[config.mk]
export PLATFORM = sky130hd
export DESIGN_NAME = control_step_sequencer
export DESIGN_NICKNAME = d
export VERILOG_FILES = /design/src/rtl/control_step_sequencer.sv
export SDC_FILE = /design/constraint.sdc
export NUM_CORES = 1
export LEC_CHECK = 0
export ABC_AREA = 0
export BUFFER_PORTS_ARGS = -buffer_cell sky130_fd_sc_hd__buf_2
export CORE_MARGIN = 2
export CORE_UTILIZATION = 54
export DETAILED_ROUTE_END_ITERATION = 8
export GPL_ROUTABILITY_DRIVEN = 0
export PLACE_DENSITY_LB_ADDON = 0.08
export SYNTH_ARGS = -nofsm -noshare
export SYNTH_HDL_FRONTEND = slang
export SYNTH_SLANG_ARGS = --single-unit
[constraint.sdc]
create_clock -name clk -period 4.4 [get_ports clk]
set_clock_uncertainty 0.2 [all_clocks]
set_input_delay 0.44 -clock clk [delete_from_list [all_inputs] [get_ports clk]]
set_output_delay 0.44 -clock clk [all_outputs]
set_load 0.01 [all_outputs]
[src/rtl/control_step_sequencer.sv]
// Control-step sequencer for the multi-cycle CPU: one-hot T-steps, variable length,
// memory stall, halt/resume and interrupt entry at instruction boundaries.
// Optional stall watchdog is enabled by defining STEP_WATCHDOG_EN.
module control_step_sequencer #(
    parameter int MAX_STEPS  = 8,
    parameter int INT_STEPS  = 3,
    parameter int LEN_W      = 5,
    parameter int WDOG_LIMIT = 15
) (
    input  logic                         clk,
    input  logic                         reset,
    input  logic                         stop,
    input  logic                         start,
    input  logic                         mem_stall,
    input  logic [LEN_W-1:0]             inst_len,
    input  logic                         irq,
    input  logic                         irq_en,
    output logic [MAX_STEPS-1:0]         step_onehot,
    output logic [$clog2(MAX_STEPS)-1:0] step_idx,
    output logic                         run,
    output logic                         clr,
    output logic                         fetch,
    output logic                         instr_done,
    output logic                         int_active,
    output logic                         int_ack,
    output logic                         fault
);

    localparam int IDX_W  = $clog2(MAX_STEPS);
    localparam int LEN_CW = $clog2(MAX_STEPS + 1);

    if (MAX_STEPS < 4 || MAX_STEPS > 16 || INT_STEPS < 1 || INT_STEPS > MAX_STEPS ||
        WDOG_LIMIT < 1) begin : g_bad_params
        $error("control_step_sequencer: illegal parameter value");
    end

    typedef enum logic [1:0] {
        ST_RST,
        ST_RUN,
        ST_INT,
        ST_HALT
    } state_t;

    state_t            state_q, state_d;
    logic [IDX_W-1:0]  step_q, step_d;
    logic [LEN_CW-1:0] len_q, len_d;
    logic              stop_pending_q, stop_pending_d;
    logic [LEN_CW-1:0] len_clamped;
    logic [LEN_CW-1:0] len_eff;
    logic              last_step;
    logic              last_int_step;
    logic              start_blocked;

`ifdef STEP_WATCHDOG_EN
    localparam int WDOG_W = $clog2(WDOG_LIMIT + 1);
    logic [WDOG_W-1:0] wdog_q, wdog_d;
    logic              fault_q, fault_d;
    assign start_blocked = fault_q;
    assign fault         = fault_q;
`else
    assign start_blocked = 1'b0;
    assign fault         = 1'b0;
`endif

    always_comb begin
        if (int'(inst_len) < 3) begin
            len_clamped = LEN_CW'(3);
        end else if (int'(inst_len) > MAX_STEPS) begin
            len_clamped = LEN_CW'(MAX_STEPS);
        end else begin
            len_clamped = LEN_CW'(inst_len);
        end
    end

    // At T2 the decoder's length is not yet latched, so a 3-step instruction ends on it.
    assign len_eff       = (int'(step_q) == 2) ? len_clamped : len_q;
    assign last_step     = (int'(step_q) + 1 == int'(len_eff));
    assign last_int_step = (int'(step_q) == INT_STEPS - 1);

    always_comb begin
        // NOTE: every variable gets a default first so no path leaves it unassigned (no latch).
        state_d        = state_q;
        step_d         = step_q;
        len_d          = len_q;
        stop_pending_d = stop_pending_q | (stop & (state_q != ST_HALT));
`ifdef STEP_WATCHDOG_EN
        wdog_d         = '0;
        fault_d        = fault_q;
`endif

        case (state_q)
            ST_RST: begin
                state_d = ST_RUN;
                step_d  = '0;
            end
            ST_RUN: begin
                if (!mem_stall) begin
                    if (int'(step_q) == 2) len_d = len_clamped;
                    if (last_step) begin
                        step_d = '0;
                        if (stop_pending_d) begin
                            state_d        = ST_HALT;
                            stop_pending_d = 1'b0;
                        end else if (irq && irq_en) begin
                            state_d = ST_INT;
                        end
                    end else begin
                        step_d = step_q + IDX_W'(1);
                    end
                end
            end
            ST_INT: begin
                if (!mem_stall) begin
                    if (last_int_step) begin
                        step_d = '0;
                        if (stop_pending_d) begin
                            state_d        = ST_HALT;
                            stop_pending_d = 1'b0;
                        end else begin
                            state_d = ST_RUN;
                        end
                    end else begin
                        step_d = step_q + IDX_W'(1);
                    end
                end
            end
            ST_HALT: begin
                if (start && !stop && !start_blocked) begin
                    state_d = ST_RUN;
                    step_d  = '0;
                end
            end
            default: begin
                state_d = ST_RST;
                step_d  = '0;
            end
        endcase

`ifdef STEP_WATCHDOG_EN
        // Stall counting overrides the normal hold: a stuck memory forces a sticky halt.
        if ((state_q == ST_RUN || state_q == ST_INT) && mem_stall) begin
            if (int'(wdog_q) == WDOG_LIMIT - 1) begin
                fault_d        = 1'b1;
                state_d        = ST_HALT;
                step_d         = '0;
                stop_pending_d = 1'b0;
            end else begin
                wdog_d = wdog_q + WDOG_W'(1);
            end
        end
`endif
    end

    // NOTE: state registers use non-blocking assignments so all flops update together.
    always_ff @(posedge clk or posedge reset) begin
        if (reset) begin
            state_q        <= ST_RST;
            step_q         <= '0;
            len_q          <= LEN_CW'(MAX_STEPS);
            stop_pending_q <= 1'b0;
        end else begin
            state_q        <= state_d;
            step_q         <= step_d;
            len_q          <= len_d;
            stop_pending_q <= stop_pending_d;
        end
    end

`ifdef STEP_WATCHDOG_EN
    always_ff @(posedge clk or posedge reset) begin
        if (reset) begin
            wdog_q  <= '0;
            fault_q <= 1'b0;
        end else begin
            wdog_q  <= wdog_d;
            fault_q <= fault_d;
        end
    end
`endif

    always_comb begin
        step_onehot = '0;
        if (state_q == ST_RUN || state_q == ST_INT) step_onehot[step_q] = 1'b1;
    end

    assign step_idx   = step_q;
    assign run        = (state_q == ST_RUN) || (state_q == ST_INT);
    assign clr        = (state_q == ST_RST);
    assign int_active = (state_q == ST_INT);
    assign fetch      = (state_q == ST_RUN) && (int'(step_q) <= 2);
    assign instr_done = (state_q == ST_RUN) && last_step && !mem_stall;
    assign int_ack    = (state_q == ST_INT) && (step_q == '0) && !mem_stall;

endmodule
==> results of run 1 <==
## where the power goes
group          switching (mW)  total (mW)  internal [mW]  leakage (nW)
clock network          0.0376      0.0880         0.0504        0.0210
registers              0.0410       0.168          0.127         0.129
logic                   0.281       0.460          0.179         0.395
## timing repair
action,4_1_cts,5_1_grt
hold buffers,1,0
endpoints found under the setup margin,0,0
endpoints found under the hold margin,9,0
## cell families after synthesis
| group | share of synthesized area |
|---|---|
| flip-flops | 0.263 |
| AO/OA/AOI/OAI | 0.241 |
| adder cells (fa/ha/maj) | 0.0917 |
| XOR/XNOR | 0.0184 |
| other | 0.00393 |
| AND/OR/NAND/NOR | 0.294 |
| multiplexers | 0.0210 |
| buffers and inverters | 0.0668 |
## flip-flops by register name (all words and copies together), names as in the netlist
| signal | count |
|---|---|
| state_q | 2 |
| step_idx | 3 |
| len_q | 4 |
| stop_pending_q | 1 |
## worst max-delay path, cell delays in order, from the launching register on
cell and delay [ns]:
dfrtp_1 0.49, inv_1 0.19, ha_1 0.26, or4b_4 0.52, nor2b_1 0.16, mux2i_1 0.49
nand3_1 0.17, nor3_1 0.14, buf_2 0.15
## worst max path at each step
| stage | startpoint | endpoint | slack [ns] |
|---|---|---|---|
| floorplan | step_idx[0]$_DFFE_PP0P_ | instr_done | 1.39 |
| global placement | step_idx[0]$_DFFE_PP0P_ | instr_done | 1.36 |
| detailed placement | step_idx[0]$_DFFE_PP0P_ | instr_done | 1.25 |
| CTS | step_idx[0]$_DFFE_PP0P_ | instr_done | 0.92 |
| global route | step_idx[0]$_DFFE_PP0P_ | instr_done | 0.68 |
| finish | step_idx[0]$_DFFE_PP0P_ | instr_done | 0.90 |
## placed cells by master (no fill, tap or decap), types with 2 or more instances in the layout
cell type  synthesis  routed
a21oi_1            2       2
a311oi_1           2       2
a32o_1             2       2
buf_2              0      28
clkbuf_4           0       3
dfrtp_1            9       9
ha_1               7       7
inv_1             10      10
mux2i_1            2       2
nand2_1           15      15
nand2b_1           3       3
nand3_1            4       4
nand4_1            3       3
nor2_1            12      12
nor2b_1            4       4
nor3_1             6       6
o211ai_1           2       2
o21a_1             2       2
o21ai_0            8       8
o32ai_1            2       2
## per-stage QoR
step / hold slack, ns / setup WS [ns] / area (µm²) / total power, mW / utilization
2_1_floorplan: 0.0795 / 1.39 / 955 / 0.501 / -
3_3_place_gp: 0.236 / 1.36 / 1090 / 0.611 / 0.645
3_5_place_dp: 0.239 / 1.25 / 1090 / 0.619 / 0.645
4_1_cts: 0.172 / 0.917 / 1140 / 0.711 / 0.673
5_1_grt: 0.199 / 0.683 / 1140 / 0.773 / 0.673
6_report: 0.179 / 0.896 / 1140 / 0.717 / 0.673
## metal layers
| layer | share of wire | track usage |
|---|---|---|
| met1 | 0.48 | 0.332 |
| met2 | 0.44 | 0.403 |
| met3 | 0.054 | 0.0278 |
| met4 | 0.026 | 0.126 |
| met5 | 0 | 0 |
## final cells by class
cell class / instances / area (µm²)
timing repair buffer: 29 / 150
multi-input combinational: 96 / 639
tap: 17 / 21.3
inverter: 10 / 37.5
sequential: 10 / 251
fill: 157 / 553
clock buffer: 4 / 36.3
==> flow_metrics.py, run 1 <==
metrics = {
    "timing": {
        "setup_viol": 0,
        "fin_crit_sh": 0.796,
        "hold_viol": 0,
        "fmax_ghz": 0.285,
        "slew_viol_final": 0,
        "setup_tns_ns": 0,
        "tightest_slew_ns": 0.568,
        "layout_min_cycle_time_ns": 3.50,
        "slew-limit-headroom": 0.621,
        "rsz0062_at_grt": "no",
    },
    "detailed_routing": {
        "firstDrtPassIters": 5,
        "routed_wl_um": 2410,
        "wl_per_cell_um": 14.5,
        "viasPerCell": 6.05,
        "vias": 1005,
        "ant_nets": 0,
        "drc_errors": 0,
        "drtIter0Drc": 15,
    },
    "placement": {
        "dp_cells": 161,
        "dp_hpwl_um": 1850,
        "port_buffers": 28,
    },
    "setup_path": {
        "worst_setup_path_start_kind": "flip-flop",
        "cp_max_fo": 11,
        "path_class": "reg2out",
        "arrival_ns": 2.86,
        "worstReg2RegStart": "step_idx[0]$_DFFE_PP0P_",
        "worstPathRequired_ns": 3.76,
        "r2r_slack_ns": 1.48,
        "r2r_cells": 7,
        "r2r-end": "step_idx[1]$_DFFE_PP0P_",
        "endpoint_kind": "output pin",
    },
    "synth": {
        "yosys_register_bits": 10,
        "netlist_instances": 120,
        "synth-main-ff-cell": "dfrtp_1",
        "async_flop_share": 1.00,
        "yosysMostFrequentCell": "nand2_1",
        "synth_cell_types": 41,
        "syn_avg_cell_area_um2": 7.96,
        "synth_edf_count": 0,
        "yosys-top-cells-area": "dfrtp_1 24%, ha_1 9.2%, nand2_1 5.9%",
        "syn_nets": 139,
        "ys_warn_count": 0,
        "yosysTopAreaCell": "dfrtp_1",
        "synthTopCellsByCount": "15 x nand2_1, 12 x nor2_1, 10 x inv_1",
        "synth_area_um2": 955,
        "ys_seq_area_frac": 0.263,
        "synth_top_area_frac": 0.236,
    },
    "layout": {
        "syn_to_final_growth_pct": 19.0,
        "antenna_cells": 0,
        "drive_above_1_share": 0.235,
        "nNetsFinal": 169,
        "finalNonFillerCells": 166,
    },
    "global_routing": {
        "grt_pass1_wl_um": 3790,
        "antenna_found_initial": 0,
        "grt_max_degree": 15,
        "grt-ovfl-total": 0,
        "grt_pass1_vias": 853,
        "grt_util_all_layers": 0.252,
    },
    "floorplanning": {
        "die_height_um": 46.0,
        "ioPinCount": 30,
        "core-area_um2": 1690,
        "die_w_um": 46.0,
        "die-area_um2": 2120,
        "rows": 15,
        "initial_utilization": 0.565,
    },
    "clock_network": {
        "clockBufferDepth": 2,
        "htreeDepth": 1,
        "cts_sinks": 10,
        "clkSlewWorstSetupHoldPaths_ns": 0.07,
        "cts_made_buffers": 3,
        "cts_setup_buffers": 0,
        "cts_resized": 0,
        "clk-insertion-delay-late_ns": 0.28,
        "cts_tree": "done",
        "cts_root_buf": "clkbuf_4",
    },
    "power_and_ir_drop": {
        "p_leak_nw": 0.545,
        "peakVddDrop_uv": 394,
        "power_density_nw_per_um2": 631,
    },
    "status": {
        "status": "finished, final reports clean",
    },
    "hold_path": {
        "worstHoldEndpoint": "len_q[1]$_DFFE_PP0P_",
        "hp-class": "in2reg",
        "hold_depth": 2,
        "holdCritStartpoint": "inst_len[3]",
    },
    "flow_run": {
        "drv_cap": 0,
    },
}
Power figures use the tool's default switching activity.
==> run 2, diff against run 1 <==
- ABC_AREA: 0 -> 1
- CORE_UTILIZATION: 54 -> 45
- clock period: 4.4 -> 3.2 ns (I/O delays scaled with it)
==> run 2 against run 1 <==
  * Critical path depth increased by 3
  * Area after synthesis decreased by 1.2%
  * Non-clock buffer count unchanged
  * Utilization decreased by 8.9 points
  * Combinational power increased by 40%
  * Synthesized cell count increased by 25%
  * Global-route usage decreased by 5.7 points
  * Die area increased by 17%
  * Sequential cell count unchanged
  * Clock power increased by 30%
  * Sequential power increased by 29%
  * Worst hold slack improved by 0.060 ns
  * Critical endpoint unchanged
==> flow_metrics.py, run 2 <==
metrics = {
    "setup_path": {
        "r2r_slack_ns": 1.05,
        "path_class": "reg2out",
        "r2r_cells": 13,
        "cp_max_fo": 9,
        "worst_path_max_delay_cell": "dfrtp_1",
        "crit_top_cell": "nand2_1",
        "worst_setup_path_start_kind": "flip-flop",
        "arrival_ns": 2.07,
        "crit_chain": "inv_1 -> ha_1 -> inv_2 -> nor2_4 -> or2_1 -> nand2_1 -> nand2_1 -> nand2_1 -> nand4_1 -> nor2_1 -> buf_2",
        "worstReg2RegStart": "step_idx[0]$_DFFE_PP0P_",
        "worstPathRequired_ns": 2.68,
        "endpoint_kind": "output pin",
        "cpPeakStageDelay_ns": 0.49,
        "r2r-end": "step_idx[1]$_DFFE_PP0P_",
    },
    "floorplanning": {
        "core-area_um2": 1960,
        "rows": 16,
        "die_height_um": 49.8,
        "die_w_um": 49.8,
        "die-area_um2": 2480,
        "initial_utilization": 0.481,
        "ioPinCount": 30,
    },
    "timing": {
        "setup_viol": 0,
        "layout_min_cycle_time_ns": 2.59,
        "fin_crit_sh": 0.811,
        "setup_tns_ns": 0,
        "fmax_ghz": 0.386,
        "slew_viol_final": 0,
        "rsz0062_at_grt": "no",
        "worst_slack_ns": 0.606,
        "hold_viol": 0,
    },
    "synth": {
        "yosys-top-cells-area": "dfrtp_1 24%, nand2_1 19%, ha_1 9.3%",
        "synthTopCellsByCount": "48 x nand2_1, 21 x inv_1, 18 x nor2_1",
        "synth-main-ff-cell": "dfrtp_1",
        "ys_seq_area_frac": 0.267,
        "synth_cell_types": 24,
        "synth_top_area_frac": 0.239,
        "synth_edf_count": 0,
        "yosys_register_bits": 10,
        "async_flop_share": 1.00,
        "netlist_instances": 150,
        "ys_warn_count": 0,
        "yosysMostFrequentCell": "nand2_1",
        "yosysTopAreaCell": "dfrtp_1",
        "syn_nets": 169,
        "syn_avg_cell_area_um2": 6.29,
        "synth_area_um2": 943,
    },
    "detailed_routing": {
        "drc_errors": 0,
        "routed_wl_um": 2170,
        "firstDrtPassIters": 4,
        "ant_nets": 0,
        "vias": 984,
        "drtIter0Drc": 21,
        "wl_per_cell_um": 10.4,
        "viasPerCell": 4.73,
    },
    "status": {
        "status": "finished, final reports clean",
    },
    "global_routing": {
        "grt_util_all_layers": 0.195,
        "grt_max_degree": 12,
        "grt_pass1_vias": 890,
        "grt_pass1_wl_um": 3750,
        "grt-ovfl-total": 0,
        "antenna_found_initial": 0,
    },
    "placement": {
        "dp_hpwl_um": 1800,
        "port_buffers": 28,
        "place_ws_ns": 0.885,
    },
    "layout": {
        "syn_to_final_growth_pct": 21.4,
        "nNetsFinal": 201,
        "largest_reg_flops": 4,
        "antenna_cells": 0,
        "final_common_cell": "nand2_1",
        "top_register": "len_q",
        "final_cell_mix": "48 x nand2_1, 28 x buf_2, 21 x inv_1, 18 x nor2_1, 13 x nand3_1",
        "nFillCells": 222,
        "drive_above_1_share": 0.243,
    },
    "flow_run": {
        "drv_cap": 0,
    },
    "hold_path": {
        "hp-class": "in2reg",
        "worstHoldEndpoint": "len_q[2]$_DFFE_PP0P_",
        "holdCritStartpoint": "mem_stall",
        "hold_depth": 3,
    },
    "clock_network": {
        "clkSlewWorstSetupHoldPaths_ns": 0.07,
        "cts_setup_buffers": 0,
        "cts_root_buf": "clkbuf_4",
        "clockBufferDepth": 2,
        "clk-insertion-delay-late_ns": 0.27,
        "cts_tree": "done",
        "cts_made_buffers": 3,
        "htreeDepth": 1,
        "cts_sinks": 10,
    },
    "power_and_ir_drop": {
        "peakVddDrop_uv": 479,
        "power_density_nw_per_um2": 852,
        "p_leak_nw": 0.654,
    },
}
[run 2: final cells by class]
class	instances	area [µm²]	share of cell area
sequential	10	251	0.220
clock buffer	4	36.3	0.0317
inverter	23	88.8	0.0776
tap	27	33.8	0.0295
multi-input combinational	115	584	0.510
timing repair buffer	29	150	0.131
[run 2: worst max-delay path, delay by kind of cell, from the launching register on]
family / cells / cell delay [ns]
AND/OR/NAND/NOR: 7 / 0.73
flip-flops: 1 / 0.49
buffers and inverters: 3 / 0.33
adder cells (fa/ha/maj): 1 / 0.27
[run 2: worst max-delay path by stage]
stage | start | end | slack, ns | cells past startpoint
5_1_grt | step_idx[0]$_DFFE_PP0P_ | instr_done | 0.40 | 11
2_1_floorplan | step_idx[0]$_DFFE_PP0P_ | instr_done | 1.02 | 10
6_report | step_idx[0]$_DFFE_PP0P_ | instr_done | 0.61 | 11
4_1_cts | step_idx[0]$_DFFE_PP0P_ | instr_done | 0.59 | 11
3_5_place_dp | step_idx[0]$_DFFE_PP0P_ | instr_done | 0.89 | 11
3_3_place_gp | step_idx[0]$_DFFE_PP0P_ | instr_done | 0.93 | 11
[run 2: repair_timing]
item                       CTS  global route
setup endpoints to repair    0             0
resized for setup            0             0
hold endpoints to repair     9             0
hold buffers                 1             0
[run 2: routing by layer]
| layer | wire length [µm] | up-vias | GRT usage |
|---|---|---|---|
| met5 | 0 | - | 0 |
| li1 | - | 530 | - |
| met1 | 1050 | 431 | 0.247 |
| met2 | 999 | 21 | 0.336 |
| met4 | 10 | 0 | 0.0278 |
| met3 | 108 | 2 | 0.0545 |
[run 2: report_power, final]
group          switching [mW]  total (mW)  internal [mW]
registers              0.0400       0.216          0.176
clock network          0.0448       0.114         0.0692
logic                   0.413       0.646          0.233
[run 2: metrics by stage]
stage          hold slack [ns]  area (µm²)   util  total power, mW  instances
6_report                 0.239        1140  0.584            0.976        208
3_3_place_gp             0.113        1100  0.560            0.852        203
5_1_grt                  0.272        1140  0.584             1.08        208
2_1_floorplan          -0.0405         943      -            0.696        150
4_1_cts                  0.224        1140  0.584            0.979        208
3_5_place_dp             0.119        1100  0.560            0.859        203
[run 2: cell families after synthesis]
kind of cell             share of synthesized area
AND/OR/NAND/NOR                              0.448
buffers and inverters                        0.114
adder cells (fa/ha/maj)                     0.0928
AO/OA/AOI/OAI                               0.0743
flip-flops                                   0.267
other                                      0.00397
==> run 3, diff against run 2 <==
- clock period: 3.2 -> 2.35 ns (I/O delays scaled with it)
==> run 3 against run 2 <==
  * Worst setup slack worse by 0.56 ns
  * Wire length is 9.9% higher
  * Count of clock-buffer cells in the layout stayed put
  * Register-to-register slack worse by 0.73 ns
  * Total power rose by 43%
  * Combinational power up 48%
  * Via count up 4.5%
  * Highest routed layer unchanged
==> flow_metrics.py, run 3 (synthesis gave the netlist of run 2 again) <==
metrics = {
    "layout": {
        "nNetsFinal": 205,
        "syn_to_final_growth_pct": 26.9,
        "fin_util": 0.610,
        "final_cell_mix": "48 x nand2_1, 28 x buf_2, 20 x inv_1, 18 x nor2_1, 13 x nand3_1",
        "drive_above_1_share": 0.281,
        "nFillCells": 215,
        "final_common_cell": "nand2_1",
        "antenna_cells": 0,
        "top_register": "len_q",
        "largest_reg_flops": 4,
        "final_area_um2": 1200,
    },
    "power_and_ir_drop": {
        "p_int_mw": 0.686,
        "clkPwrFrac": 0.111,
        "finalPower_mw": 1.40,
        "p_leak_nw": 0.672,
        "power_frac_comb": 0.681,
        "power_density_nw_per_um2": 1170,
        "netSwitchingPower_mw": 0.713,
        "p_sw_frac": 0.510,
        "peakVddDrop_uv": 658,
        "seqPwrFrac": 0.208,
    },
    "floorplanning": {
        "rows": 16,
        "die_w_um": 49.8,
        "initial_utilization": 0.481,
        "core-area_um2": 1960,
        "die-area_um2": 2480,
        "ioPinCount": 30,
        "die_height_um": 49.8,
    },
    "timing": {
        "hold_viol": 0,
        "layout_min_cycle_time_ns": 2.30,
        "slew_viol_final": 0,
        "fin_crit_sh": 0.979,
        "worst_slack_ns": 0.0502,
        "rsz0062_at_grt": "yes",
        "setup_viol": 0,
        "fmax_ghz": 0.435,
    },
    "global_routing": {
        "grt_max_degree": 12,
        "grt-ovfl-total": 0,
        "grt_pass1_wl_um": 4170,
        "antenna_found_initial": 0,
        "grt_util_all_layers": 0.218,
        "grt_pass1_vias": 948,
    },
    "flow_run": {
        "drv_cap": 0,
    },
    "setup_path": {
        "worst_setup_path_start_kind": "flip-flop",
        "worst_path_max_delay_cell": "dfrtp_2",
        "crit_family": "simple AND/OR/NAND/NOR gates",
        "path_class": "reg2out",
        "worstPathRequired_ns": 1.91,
        "crit_top_cell": "nand2_1",
        "crit_chain": "ha_4 -> inv_4 -> nor2_4 -> or2_1 -> nand2_1 -> nand2_1 -> nand2_2 -> nand4_1 -> nor2_1 -> buf_2",
        "endpoint_kind": "output pin",
        "cp_max_fo": 8,
        "cpPeakStageDelay_ns": 0.47,
        "crit_buf_inv": 2,
        "arrival_ns": 1.86,
    },
    "clock_network": {
        "cts_tree": "done",
        "cts_root_buf": "clkbuf_4",
        "clockBufferDepth": 2,
        "cts_sinks": 10,
        "clk-insertion-delay-late_ns": 0.27,
        "clkSlewWorstSetupHoldPaths_ns": 0.07,
        "htreeDepth": 1,
        "cts_made_buffers": 3,
    },
    "placement": {
        "dp_hpwl_um": 1870,
        "placed_area_um2": 1110,
        "place_ws_ns": 0.208,
        "port_buffers": 28,
    },
    "detailed_routing": {
        "vias": 1028,
        "wl_per_cell_um": 11.2,
        "routed_wl_um": 2380,
        "firstDrtPassIters": 4,
        "ant_nets": 0,
        "viasPerCell": 4.85,
        "drc_errors": 0,
        "drtIter0Drc": 43,
    },
    "hold_path": {
        "hp-class": "in2reg",
    },
    "status": {
        "status": "finished, final reports clean",
    },
}
==> run 3: layer usage <==
layer	up-vias	part of all wire	global-route usage	wire length (µm)
li1	536	-	-	-
met1	448	0.44	0.279	1050
met2	42	0.48	0.364	1140
met3	2	0.076	0.0606	180
met4	0	0.0029	0.0463	7
met5	-	0	0	0
==> run 3: per-stage QoR <==
| stage | TNS [ns] | instances | hold slack, ns |
|---|---|---|---|
| floorplan | 0 | 150 | -0.126 |
| global placement | 0 | 204 | 0.0293 |
| detailed placement | 0 | 204 | 0.0358 |
| CTS | 0 | 209 | 0.152 |
| global route | -0.0880 | 212 | 0.180 |
| finish | 0 | 212 | 0.170 |
==> run 3: worst paths after layout <==
| check | cells past startpoint | start | slack, ns | to |
|---|---|---|---|---|
| max | 10 | step_idx[1]$_DFFE_PP0P_ | 0.05 | instr_done |
| min | 5 | inst_len[2] | 0.17 | len_q[2]$_DFFE_PP0P_ |
| max reg2reg | 10 | state_q[1]$_DFFE_PP0P_ | 0.32 | state_q[1]$_DFFE_PP0P_ |
| min reg2reg | 2 | len_q[1]$_DFFE_PP0P_ | 0.29 | len_q[1]$_DFFE_PP0P_ |
| max in group asynchronous | 3 | reset | 1.34 | len_q[3]$_DFFE_PP1P_ |
| min in group asynchronous | 3 | reset | 0.29 | step_idx[2]$_DFFE_PP0P_ |
==> run 3: final cells by class <==
cell class / count / area (µm²) / area share
Inverter: 23 / 91.3 / 0.0763
Clock buffer: 4 / 36.3 / 0.0303
Tap cell: 27 / 33.8 / 0.0282
Multi-Input combinational cell: 115 / 599 / 0.501
Sequential cell: 10 / 253 / 0.211
Timing Repair Buffer: 33 / 184 / 0.154
==> run 3: worst reg2reg max path: cells and delay by family (launching register included) <==
kind,cells,cell delay (ns)
AOI/OAI and AO/OA,2,0.39
adders and majority gates,1,0.23
buffers and inverters,3,0.36
DFF,1,0.38
and+or+nand+nor,4,0.36
==> run 3: power by group through the flow <==
stage,combinational [mW],clock [mW],sequential (mW)
detailed placement,0.898,0,0.290
finish,0.953,0.155,0.290
CTS,0.913,0.160,0.291
global route,1.08,0.166,0.303
global placement,0.878,0,0.286
floorplan,0.658,0,0.290
==> run 3: timing repair <==
| item | CTS | global route |
|---|---|---|
| endpoints found under the hold margin | 9 | 0 |
| hold buffers | 1 | 0 |
| resized for setup | 4 | 3 |
| setup buffers | 0 | 3 |
| gates cloned | 0 | 0 |
| endpoints found under the setup margin | 1 | 1 |
| pin swaps | 1 | 3 |
